[src/rtl/stage_5_writeback.sv]
// -----------------------------------------------------------------------------
// stage_5_writeback
//
// MEM/WB pipeline register plus write-back stage.
//   * Latches the MEM-stage result bundle (valid, mem_to_reg, reg_write,
//     alu_result, mem_data, rd) and picks the write-back value.
//   * Drives the Register_File write port (write_data / write_enable /
//     write_back_rd).
//   * Keeps a one-entry history of the last committed register write and
//     answers the decode stage's rs/rt bypass lookups from either the write
//     currently on the port or that history entry.
//   * Counts retired (committed) instructions, wrapping modulo 2^CNT_W.
//
// Ports
//   clk, rst              clock, asynchronous active-high reset
//   in_valid ... in_rd    MEM-stage instruction bundle
//   stall                 hold the stage contents
//   flush                 invalidate the stage contents (wins over stall)
//   rs, rt                decode-stage read indices for the bypass lookup
//   write_data            Register_File write data
//   write_enable          Register_File write enable
//   write_back_rd         Register_File write index
//   bypass_sel1/2         00 none, 01 current write, 10 history entry
//   bypass_data1/2        bypass value for rs / rt
//   retire_count          committed-instruction count
//
// Handshake: there is no ready path back to MEM. An instruction is accepted
// on every rising edge where stall and flush are both low; in_valid qualifies
// the bundle. stall holds the stage, flush empties it. An instruction held by
// stall commits once only, in its first cycle in the stage.
// -----------------------------------------------------------------------------
module stage_5_writeback #(
    parameter int DATA_W = 32,
    parameter int ADDR_W = 5,
    parameter int CNT_W  = 32
) (
    input  logic              clk,
    input  logic              rst,
    input  logic              in_valid,
    input  logic              in_mem_to_reg,
    input  logic              in_reg_write,
    input  logic [DATA_W-1:0] in_alu_result,
    input  logic [DATA_W-1:0] in_mem_data,
    input  logic [ADDR_W-1:0] in_rd,
    input  logic              stall,
    input  logic              flush,
    input  logic [ADDR_W-1:0] rs,
    input  logic [ADDR_W-1:0] rt,
    output logic [DATA_W-1:0] write_data,
    output logic              write_enable,
    output logic [ADDR_W-1:0] write_back_rd,
    output logic [1:0]        bypass_sel1,
    output logic [DATA_W-1:0] bypass_data1,
    output logic [1:0]        bypass_sel2,
    output logic [DATA_W-1:0] bypass_data2,
    output logic [CNT_W-1:0]  retire_count
);

    localparam logic [1:0] SEL_NONE = 2'b00;
    localparam logic [1:0] SEL_CURR = 2'b01;
    localparam logic [1:0] SEL_HIST = 2'b10;

    // ---------------------------------------------------------------------
    // Stage register
    // ---------------------------------------------------------------------
    logic              valid_q,      valid_d;
    logic              done_q,       done_d;
    logic              mem_to_reg_q, mem_to_reg_d;
    logic              reg_write_q,  reg_write_d;
    logic [DATA_W-1:0] alu_result_q, alu_result_d;
    logic [DATA_W-1:0] mem_data_q,   mem_data_d;
    logic [ADDR_W-1:0] rd_q,         rd_d;

    // History of the last committed write
    logic              hist_valid_q, hist_valid_d;
    logic [ADDR_W-1:0] hist_rd_q,    hist_rd_d;
    logic [DATA_W-1:0] hist_data_q,  hist_data_d;

    // Retire counter
    logic [CNT_W-1:0]  retire_q,     retire_d;

    logic              commit;
    logic              we;
    logic [DATA_W-1:0] wb_value;

    always_comb begin
        valid_d      = valid_q;
        done_d       = done_q;
        mem_to_reg_d = mem_to_reg_q;
        reg_write_d  = reg_write_q;
        alu_result_d = alu_result_q;
        mem_data_d   = mem_data_q;
        rd_d         = rd_q;

        if (flush) begin
            // Flush beats stall and drops any incoming instruction. The data
            // fields are left alone; they are meaningless without valid_q.
            valid_d = 1'b0;
            done_d  = 1'b0;
        end else if (stall) begin
            // After one cycle in the stage the held instruction has committed;
            // done_q stops it committing again while the stall lasts.
            done_d = valid_q;
        end else begin
            valid_d      = in_valid;
            done_d       = 1'b0;
            mem_to_reg_d = in_mem_to_reg;
            reg_write_d  = in_reg_write;
            alu_result_d = in_alu_result;
            mem_data_d   = in_mem_data;
            rd_d         = in_rd;
        end
    end

    // ---------------------------------------------------------------------
    // Commit / write port
    // ---------------------------------------------------------------------
    always_comb begin
        commit   = valid_q & ~done_q;
        // $0 is hard-wired to zero, so a write to it is never issued.
        we       = commit & reg_write_q & (rd_q != '0);
        wb_value = mem_to_reg_q ? mem_data_q : alu_result_q;
    end

    always_comb begin
        hist_valid_d = hist_valid_q;
        hist_rd_d    = hist_rd_q;
        hist_data_d  = hist_data_q;
        // The history entry survives flush: the write it records really
        // happened in the register file.
        if (we) begin
            hist_valid_d = 1'b1;
            hist_rd_d    = rd_q;
            hist_data_d  = wb_value;
        end
    end

    always_comb begin
        retire_d = retire_q;
        // Every committed instruction retires, register write or not.
        if (commit) begin
            retire_d = retire_q + CNT_W'(1);
        end
    end

    always_ff @(posedge clk or posedge rst) begin
        if (rst) begin
            valid_q      <= 1'b0;
            done_q       <= 1'b0;
            mem_to_reg_q <= 1'b0;
            reg_write_q  <= 1'b0;
            alu_result_q <= '0;
            mem_data_q   <= '0;
            rd_q         <= '0;
            hist_valid_q <= 1'b0;
            hist_rd_q    <= '0;
            hist_data_q  <= '0;
            retire_q     <= '0;
        end else begin
            valid_q      <= valid_d;
            done_q       <= done_d;
            mem_to_reg_q <= mem_to_reg_d;
            reg_write_q  <= reg_write_d;
            alu_result_q <= alu_result_d;
            mem_data_q   <= mem_data_d;
            rd_q         <= rd_d;
            hist_valid_q <= hist_valid_d;
            hist_rd_q    <= hist_rd_d;
            hist_data_q  <= hist_data_d;
            retire_q     <= retire_d;
        end
    end

    // ---------------------------------------------------------------------
    // Bypass lookup. The write on the port right now is newer than the
    // history entry, so it wins when both match.
    // ---------------------------------------------------------------------
    function automatic logic [DATA_W+1:0] bypass_lookup(input logic [ADDR_W-1:0] idx);
        logic [DATA_W+1:0] r;
        r = {SEL_NONE, {DATA_W{1'b0}}};
        if (idx == '0) begin
            r = {SEL_NONE, {DATA_W{1'b0}}};
        end else if (we && (rd_q == idx)) begin
            r = {SEL_CURR, wb_value};
        end else if (hist_valid_q && (hist_rd_q == idx)) begin
            r = {SEL_HIST, hist_data_q};
        end
        return r;
    endfunction

    logic [DATA_W+1:0] byp1;
    logic [DATA_W+1:0] byp2;

    always_comb begin
        byp1 = bypass_lookup(rs);
        byp2 = bypass_lookup(rt);
    end

    assign bypass_sel1   = byp1[DATA_W+1:DATA_W];
    assign bypass_data1  = byp1[DATA_W-1:0];
    assign bypass_sel2   = byp2[DATA_W+1:DATA_W];
    assign bypass_data2  = byp2[DATA_W-1:0];

    assign write_data    = wb_value;
    assign write_enable  = we;
    assign write_back_rd = rd_q;
    assign retire_count  = retire_q;

endmodule

[config.mk]
export PLATFORM = sky130hd
export DESIGN_NAME = stage_5_writeback
export DESIGN_NICKNAME = d
export VERILOG_FILES = /design/src/rtl/stage_5_writeback.sv
export SDC_FILE = /design/constraint.sdc
export NUM_CORES = 1
export LEC_CHECK = 0
export BUFFER_PORTS_ARGS = -buffer_cell sky130_fd_sc_hd__buf_2
export CAP_MARGIN = 5
export CORE_MARGIN = 2
export CORE_UTILIZATION = 58
export CTS_BUF_LIST = sky130_fd_sc_hd__clkbuf_8
export DETAILED_ROUTE_END_ITERATION = 6
export HOLD_SLACK_MARGIN = 0.1
export PLACE_DENSITY = 0.94
export SLEW_MARGIN = 5
export SYNTH_ARGS = -nofsm -noshare
export SYNTH_HDL_FRONTEND = slang
export SYNTH_SLANG_ARGS = --single-unit
[constraint.sdc]
create_clock -name clk -period 7.3 [get_ports clk]
set_clock_uncertainty 0.05 [all_clocks]
set_input_delay 1.46 -clock clk [delete_from_list [all_inputs] [get_ports clk]]
set_output_delay 1.46 -clock clk [all_outputs]
set_load 0.005 [all_outputs]
## Yosys cells after proc, flatten, opt, wreduce, memory -nomap -nowiden

Index checks and enable logic that the tools add are counted.

| cells by class | value |
|---|---|
| add/subtract/negate cells | 1 |
| equal/unequal tests | 5 |
| mux-type cells | 11 |
| bitwise logic cells | 6 |
| reduce and logical (&&, ||, !) cells | 8 |

Operators with widths:

| kind | count |
|---|---|
| $mux W34 | 6 |
| $add A32 B1 Y32 const B | 1 |
| $mux W32 | 1 |
| $eq A5 B5 Y1 | 4 |
| $logic_not A5 Y1 | 2 |
| $reduce_bool A5 Y1 | 1 |
| $logic_and A1 B1 Y1 | 4 |
| $mux W1 | 4 |
| $and A1 B1 Y1 | 3 |
| $not A1 Y1 | 3 |
| $ne A2 B1 Y1 const B | 1 |
| $reduce_and A2 Y1 | 1 |

| word-level totals | value |
|---|---|
| register bits after elaboration | 143 |
| input bits | 86 |
| logic and storage cells | 42 |

## Depth between registers and ports, before layout

Gate-level depths: netlist (run 1).

| depth | value |
|---|---|
| depth after elaboration | 7 |
| gate-level depth with buffers | 7 |
| mapped depth without buffers | 5 |

## Least setup slack after synthesis (run 1)

No wires, ideal clock.

| timing path | value |
|---|---|
| path type | input to output |
| start point | input rs[1] |
| end point | output bypass_data1[10] |
| arrival | 2687 ps |
| required time | 5790 ps |
| path slack | 3103 ps |
| cell stages on the path | 5 |
| buffers on the path | 1 |
| cell sequence | or4_1 -> o211ai_1 -> nor2_1 -> clkbuf_1 -> a31o_2 |

| between the ends | value |
|---|---|
| cells in the longest elaborated chain, start to end | 5 |

Ends and longest elaborated chain:

| item | line | text |
|---|---|---|
| from (decl) | 47 | `input logic [ADDR_W-1:0] rs,` |
| $eq A5 B5 Y1 | 185 | `end else if (hist_valid_q && (hist_rd_q == idx)) begin` |
| $logic_and A1 B1 Y1 | 185 |  |
| $mux W34 | 185 |  |
| $mux W34 | 183 | `end else if (we && (rd_q == idx)) begin` |
| $mux W34 * | 181 | `if (idx == '0) begin` |
| to (decl) | 53 | `output logic [DATA_W-1:0] bypass_data1,` |

Every way passes the cells marked *; elsewhere a longest branch is shown, timed or not.

## Worst setup path in the final report (run 1)

| timing path | value |
|---|---|
| start point | input rs[4] |
| end point | output bypass_data1[13] |

Same word-level chain as after synthesis.

==> results of run 1 <==
[metal layers]
metal	routed length [um]	track usage, %
met3	1560	7.62
met1	7940	37.6
met4	496	14.4
met5	0	0
met2	10000	49.9
[how the worst max path moves through the flow]
stage,startpoint,end
2_1_floorplan,rst,alu_result_q[0]
3_3_place_gp,rt[3],bypass_data2[0]
3_5_place_dp,rs[4],bypass_data1[13]
4_1_cts,rs[4],bypass_data1[13]
5_1_grt,rt[3],bypass_data2[11]
6_report,rs[4],bypass_data1[13]
[flip-flops by register name, indices dropped and copies added (netlist names)]
signal	cells
hist_valid_q	1
hist_rd_q	5
write_back_rd	5
mem_to_reg_q	1
mem_data_q	32
reg_write_q	1
valid_q	1
alu_result_q	32
retire_count	32
done_q	1
hist_data_q	32
[critical path: stages]
cell	delay, ps
buf_2	130
xnor2_1	200
nand3_2	680
or3_1	580
buf_4	270
a31o_2	290
buf_2	120
[cell families (layout without fill, tap and decap cells)]
group	count (synthesis)	in the layout
adder cells (fa/ha/maj)	1	1
AO/OA/AOI/OAI	69	69
multiplexers	137	137
AND/OR/NAND/NOR	182	182
flip-flops	143	143
buffers and inverters	85	303
XOR/XNOR	51	51
[cell usage in the layout, fill, tap and decap left out, drive strengths merged]
master	n
buf	232
dfrtp	143
mux2	73
mux2i	64
nand2	49
nand3	49
inv	41
xnor2	38
nor4	35
o21ai	32
a31o	32
clkbuf	19
xor2	13
nand4	12
and3	11
nor3	6
clkinv	6
nor2	5
and4	3
or3	3
bufinv	3
nand2b	2
or4	2
clkinvlp	2
o211ai	2
nand3b	1
and4b	1
and2b	1
a32o	1
o311a	1
and2	1
and3b	1
a21o	1
ha	1
[layout make-up]
| class | count | area [um^2] | area share, % |
|---|---|---|---|
| Inverter | 39 | 156 | 1.74 |
| Timing Repair Buffer | 232 | 1180 | 13.2 |
| Multi-Input combinational cell | 440 | 3420 | 38.2 |
| Clock buffer | 19 | 262 | 2.92 |
| Tap cell | 172 | 215 | 2.40 |
| Clock inverter | 13 | 146 | 1.63 |
| Sequential cell | 143 | 3580 | 39.9 |
[power groups by stage]
stage | clock, uW | combinational [uW] | sequential, uW
final | 644 | 558 | 1110
after global routing | 700 | 619 | 1130
after CTS | 657 | 558 | 1100
after detailed placement | 0 | 555 | 1120
after global placement | 0 | 530 | 1110
after floorplan | 0 | 371 | 1050
[through the flow]
stage               setup slack [ps]  utilization, %  area [um^2]
floorplan                       1950               -         7400
CTS                             2090            71.6         8970
finish                          2040            71.6         8970
global placement                2230            68.4         8560
detailed placement              2090            68.4         8560
global route                    1970            71.6         8970
==> impl_metrics.ini, run 1 <==
[place]
io_buffers = 223
placedCellCount = 1026
place_congestion = 0.903
hpwl_mm = 13.8

[min_path]
holdPathEnd = retire_count[31]
min_delay_path_depth = 1
hp-start = retire_count[31]
hp-class = reg2reg

[sta]
worst_pin_slew_ps = 1320
min_period_ps = 5260
slew_viol_final = 0
setup_violations = 0
slew_headroom_pct = 12.1
rsz0062_at_grt = false
hold_violations = 0
fmax_mhz = 190
holdWs_ps = 431
fin_crit_sh_pct = 72.0
fin_tns_setup_ps = 0

[run_status]
status = completed

[setup_path]
required_ps = 5790
start_kind = input pin
cp_max_fo = 34
rrSetupSlack_ps = 5030
crit_type = in2out
rr_worst_depth = 4
cp.arrival_ps = 3750
endpoint_kind = output pin
reg2reg_from = write_back_rd[1]
r2r_end = hist_rd_q[4]

[grt]
grt_max_degree = 87
antenna_found_initial = 0
track_usage_pct = 30.3
overflow = 0
grt_first_pass_wirelength_mm = 31.3
grt_pass1_vias = 6147

[clocking]
insertion_delay_ps = 440
clk_pin_slew_ps = 80
cts_setup_buffers = 0
cts_buffer_depth = 2
htreeDepth = 4
cts_hold_buf = 0
clock-root-buffer = clkbuf_8
cts_resized = 0
clock-sinks = 143
tritoncts = done
cts_made_buffers = 17

[detailed_routing]
routed_wl_mm = 20.0
dr.pass1.iters = 7
drt_iter0_markers = 532
wl_per_cell_um = 18.9
num_vias = 6234
drc_errors = 0
vias_per_cell = 5.89
antenna_left = 0

[floorplanning]
die_area_um2 = 13700
initial_core_util_pct = 59.1
die_w_um = 117
rows = 41
io_pins = 224
die_height_um = 117
coreArea_um2 = 12500

[power]
p_sw_share_pct = 33.4
p_per_area_nw_per_um2 = 258
max-vdd-ir-drop_uv = 144
internal_power_uw = 1540
p_clk_share_pct = 27.9
combinationalPowerShare_pct = 24.2
p_switching_uw = 770
p_seq_share_pct = 48.0
cellLeakagePower_uw = 0.00469
p_total_uw = 2310

[logic_synthesis]
ys_types = 40
synth.top_cells.by_count = dfrtp_1, mux2_2, mux2i_1
synth.most_common_cell = dfrtp_1
synth_edf_count = 0
async_reset_ff_share_pct = 100
yosysWarnings = 0
synth_top_family_by_area = multiplexers
synth.cell_area_um2 = 7400
yosys.area_share.simple_pct = 13.2
ys_top_cells_by_area = dfrtp_1, mux2_2, mux2i_1
syn_inst = 668
ys_seq_area_share_pct = 48.4
synth_mux_area_share_pct = 19.8
synthAdderAreaFrac_pct = 0.169
synth_nets = 755
synthXorXnorAreaFrac_pct = 6.04
ys.flop_type = dfrtp_1
ys_ff_latch = 143
avgSynthCellArea_um2 = 11.1
synth_top_area_cell = dfrtp_1
synth_top_area_share_pct = 48.4
synth_compound_area_share_pct = 6.60

[cells_and_area]
nets = 960
drive_above_1_share_pct = 42.6
n_antenna_cell = 0
syn2layout_area_growth_pct = 21.2
fillers = 898
stdcell_count = 1058

[run]
maxCapViolCount = 0
No activity file was read; power rests on OpenSTA's default activity.
==> run 2, diff against run 1 <==
Settings changed: CORE_UTILIZATION 58 to 54, PLACE_DENSITY 0.94 to 0.88.
Clock period 7.3 ns to 5.5 ns, I/O delays scaled along.
==> impl_metrics.ini, run 2 (same netlist as run 1, synthesis figures left out) <==
[power]
p_switching_uw = 1010
internal_power_uw = 2180
p_clk_share_pct = 31.1
p_per_area_nw_per_um2 = 352
cellLeakagePower_uw = 0.00473
p_sw_share_pct = 31.7
combinationalPowerShare_pct = 23.0
max-vdd-ir-drop_uv = 165
p_seq_share_pct = 45.9

[grt]
grtUsageMet1_pct = 34.5
overflow = 0
top_usage_layer = met2
grt_pass1_vias = 6272
track_usage_pct = 28.1
grt_max_degree = 106
use_met2_pct = 45.1
use_met3_pct = 7.28
antenna_found_initial = 0
grt_first_pass_wirelength_mm = 31.8

[detailed_routing]
vias_per_cell = 5.83
drt_iter0_markers = 368
num_vias = 6198
wl_per_cell_um = 18.7
dr.pass1.iters = 4
antenna_left = 0
drc_errors = 0
routed_wl_mm = 19.9

[place]
placedCellCount = 1031
hpwl_mm = 13.8
place_congestion = 0.883
io_buffers = 223

[setup_path]
reg2reg_from = write_back_rd[1]
rrSetupSlack_ps = 2680
worst-path-stages = 7
cpLargestDelayFamily = buffers and inverters
crit_path_cell_trace = or4_1 > o211ai_4 > buf_4 > buf_4 > nor4_1 > a31o_2 > buf_2
crit_type = reg2out
max_stage_delay_ps = 600
path_buf_inv = 3
endpoint_kind = output pin
cp_max_fo = 73
r2r_end = hist_rd_q[4]
required_ps = 4350
start_kind = flip-flop
crit_top_cell = buf_4
rr_worst_depth = 5
cp.arrival_ps = 3210
cp_slowest_cell = or4_1

[cells_and_area]
syn2layout_area_growth_pct = 22.4
stdcell_count = 1063
multiInputGateArea_um2 = 3420
regArea_um2 = 3580
nets = 961
fillers = 1043
drive_above_1_share_pct = 42.7
n_antenna_cell = 0
final_common_cell = buf_2
final_cell_mix = buf_2, dfrtp_1, mux2_2

[sta]
fin_tns_setup_ps = 0
holdWs_ps = 434
worst_pin_slew_ps = 1160
setup_violations = 0
rsz0062_at_grt = false
hold_violations = 0
fmax_mhz = 229
fin_crit_sh_pct = 79.3
slew_headroom_pct = 22.7
slew_viol_final = 0
min_period_ps = 4360

[clocking]
htreeDepth = 4
clock-sinks = 143
clock-root-buffer = clkbuf_8
cts_setup_buffers = 0
tritoncts = done
cts_hold_buf = 0
cts_resized = 0
cts_buffer_depth = 2
cts_made_buffers = 17
insertion_delay_ps = 440
clk_pin_slew_ps = 80

[min_path]
hp-start = retire_count[29]
hp-class = reg2reg
holdPathEnd = retire_count[29]
min_delay_path_depth = 1

[run_status]
status = completed

[floorplanning]
die_height_um = 121
die_area_um2 = 14700
initial_core_util_pct = 55.6
rows = 42
coreArea_um2 = 13300
die_w_um = 121
io_pins = 224

[run]
maxCapViolCount = 0
[run 2: cell types whose count changed in the layout (fill, tap and decap cells not counted), sizes merged]
| cell | delta |
|---|---|
| clkbuf | +3 |
| bufinv | +2 |
| clkinv | -2 |
| clkinvlp | -2 |
| buf | +1 |
| inv | -1 |
[run 2: power by group through the flow]
stage / registers, uW / clock network, uW / logic [uW]
after floorplan: 1400 / 0 / 493
after global placement: 1470 / 0 / 708
after detailed placement: 1480 / 0 / 732
after CTS: 1460 / 1010 / 734
after global routing: 1490 / 1060 / 815
final: 1460 / 993 / 734
[run 2: final cells by class]
class,instances,share of cell area (%)
flip-flops and latches,143,39.5
clock buffers,22,3.34
multi-input cells,440,37.8
well taps,176,2.43
inverters,39,1.73
repair buffers,233,13.2
clock inverters,10,2.00
[run 2: routing by layer]
metal  routed length, um  vias to the layer above  share of wire [%]
met3                1640                       48                8.3
met5                   0                        -                  0
met2                9540                      298                 48
li1                    -                     2788                  -
met4                 707                        0                3.6
met1                8000                     3064                 40
[run 2: how the worst max path moves through the flow]
| stage | startpoint | to | slack [ps] |
|---|---|---|---|
| 2_1_floorplan | rst | alu_result_q[0] | 510 |
| 3_3_place_gp | rt[3] | bypass_data2[31] | 1490 |
| 3_5_place_dp | rt[0] | bypass_data2[31] | 1420 |
| 4_1_cts | write_back_rd[1] | bypass_data1[13] | 1120 |
| 5_1_grt | write_back_rd[1] | bypass_data1[8] | 970 |
| 6_report | write_back_rd[1] | bypass_data1[13] | 1140 |
[run 2: worst reg2reg max path, delay by kind of cell, from the launching register on]
kind,cells,cell delay [ps]
buf+inv,2,930
mux,1,470
simple gates,1,600
flops,1,480
compound gates,1,180
[run 2: metrics by stage]
stage | power (uW) | setup slack [ps] | util (%) | area (um^2)
floorplan | 1890 | 512 | - | 7400
global placement | 2180 | 1490 | 64.5 | 8570
detailed placement | 2210 | 1420 | 64.5 | 8570
CTS | 3200 | 1120 | 68.1 | 9060
global route | 3370 | 966 | 68.1 | 9060
finish | 3190 | 1140 | 68.1 | 9060
==> run 3, diff against run 2 <==
Settings changed: ABC_AREA from default to 1, CORE_UTILIZATION 54 to 49, PLACE_DENSITY 0.88 to 0.84.
Clock period 5.5 ns to 3.7 ns, I/O delays scaled along.
==> impl_metrics.ini, run 3 <==
[run_status]
status = completed

[setup_path]
start_kind = flip-flop
reg2reg_from = write_back_rd[1]
required_ps = 2910
rrSetupSlack_ps = 1710
crit_type = reg2out
r2r_end = hist_data_q[29]
cp.arrival_ps = 2650
cp_max_fo = 44
rr_worst_depth = 7
endpoint_kind = output pin

[clocking]
cts_made_buffers = 17
clock-sinks = 143
cts_hold_buf = 0
insertion_delay_ps = 450
tritoncts = done
htreeDepth = 4
clk_pin_slew_ps = 90
cts_buffer_depth = 2
cts_setup_buffers = 0
cts_resized = 0
clock-root-buffer = clkbuf_8

[logic_synthesis]
yosysWarnings = 0
async_reset_ff_share_pct = 100
synth_edf_count = 0
avgSynthCellArea_um2 = 7.35
synth.top_cells.by_count = nand2_1, nand3_1, dfrtp_1
syn_inst = 1058
synth.most_common_cell = nand2_1
ys_top_cells_by_area = dfrtp_1, nand2_1, nand3_1
synth_top_area_share_pct = 46.0
synth_nets = 1145
ys_seq_area_share_pct = 46.0
synth.cell_area_um2 = 7780
ys_ff_latch = 143
ys.flop_type = dfrtp_1
synth_top_area_cell = dfrtp_1
ys_types = 30

[floorplanning]
rows = 46
io_pins = 224
die_w_um = 130
die_area_um2 = 16900
die_height_um = 130
coreArea_um2 = 15700
initial_core_util_pct = 49.5

[sta]
setup_violations = 0
rsz0062_at_grt = false
hold_violations = 0
fin_tns_setup_ps = 0
min_period_ps = 3440
fin_crit_sh_pct = 93.1
worst_pin_slew_ps = 1250
slew_viol_final = 0
fmax_mhz = 290
fin_ws_ps = 255
slew_headroom_pct = 16.9

[place]
place_congestion = 0.900
dp_slack_ps = 665
io_buffers = 223
hpwl_mm = 15.4

[detailed_routing]
drc_errors = 0
routed_wl_mm = 22.1
dr.pass1.iters = 5
num_vias = 7622
wl_per_cell_um = 14.8
antenna_left = 0
vias_per_cell = 5.12
drt_iter0_markers = 607

[power]
cellLeakagePower_uw = 0.00534
max-vdd-ir-drop_uv = 319
p_total_uw = 4410
p_per_area_nw_per_um2 = 467

[cells_and_area]
final_cell_mix = nand2_1, buf_2, nand3_1
nets = 1345
final_common_cell = nand2_1
drive_above_1_share_pct = 23.3
syn2layout_area_growth_pct = 21.3

[grt]
overflow = 0
grt_pass1_vias = 7077
track_usage_pct = 26.2
grt_first_pass_wirelength_mm = 34.5
antenna_found_initial = 1
grt_max_degree = 144

[run]
maxCapViolCount = 0

[min_path]
hp-class = in2async
-- run 3: cell count changes after synthesis, moves of 15 or more --
cell and delta:
nor4_1 -34, inv_1 +50, nand2_1 +384, clkbuf_1 -15
o21ai_0 +46, mux2i_1 -64, nor2_1 +29, xnor2_1 -22
nand3_1 +97, a31o_2 -32, mux2_2 -73, buf_2 +26
-- run 3: cell families after synthesis --
family,count (synthesis),synth area share [%]
AOI/OAI and AO/OA,86,5.53
xor gates and xnor gates,27,3.04
adders and majority gates,1,0.161
buffers and inverters,147,8.57
DFF,143,46.0
and+or+nand+nor,654,36.7
-- run 3: per-layer routing --
layer	up-vias	share of wire (%)	track usage [%]
met1	3497	42	33.4
met4	0	1.7	10.1
met5	-	0	0
met2	346	48	44.0
li1	3742	-	-
met3	37	7.8	5.45
-- run 3: worst max path at each step --
stage / slack [ps] / end / cells after the start / startpoint
final: 260 / bypass_data1[17] / 8 / write_back_rd[1]
after global routing: 60 / bypass_data1[4] / 8 / write_back_rd[1]
after CTS: 250 / bypass_data1[17] / 8 / write_back_rd[1]
after detailed placement: 670 / bypass_data2[24] / 8 / rt[1]
after global placement: 750 / bypass_data2[12] / 8 / rt[1]
after floorplan: 1120 / alu_result_q[0] / 1 / rst
-- run 3: final cells by class --
class / count / area (um^2)
antenna: 1 / 2.50
clock buffer: 18 / 248
clock inverter: 14 / 214
fill: 1436 / 6270
inverter: 93 / 358
multi-input combinational: 768 / 3550
sequential: 143 / 3580
tap: 216 / 270
timing repair buffer: 235 / 1220
-- run 3: per-stage QoR --
stage	utilization [%]	area (um^2)	hold WS, ps	instances
floorplan	-	7780	392	1058
global placement	57.1	8970	404	1455
detailed placement	57.1	8970	408	1455
CTS	60.0	9440	399	1487
global route	60.0	9440	410	1487
finish	60.1	9440	412	1488
-- run 3: worst max-delay path, stage by stage (launching register included) --
cell	delay (ps)
dfrtp_1	510
nor2_1	90
nand3_2	140
nand2_8	220
inv_6	360
nand3_4	440
nand3_1	200
nand2_1	80
buf_2	130
-- run 3: report_power, final --
group / switching, uW / internal (uW) / total [uW]
clock network: 613 / 819 / 1430
registers: 224 / 1830 / 2060
logic: 585 / 335 / 920
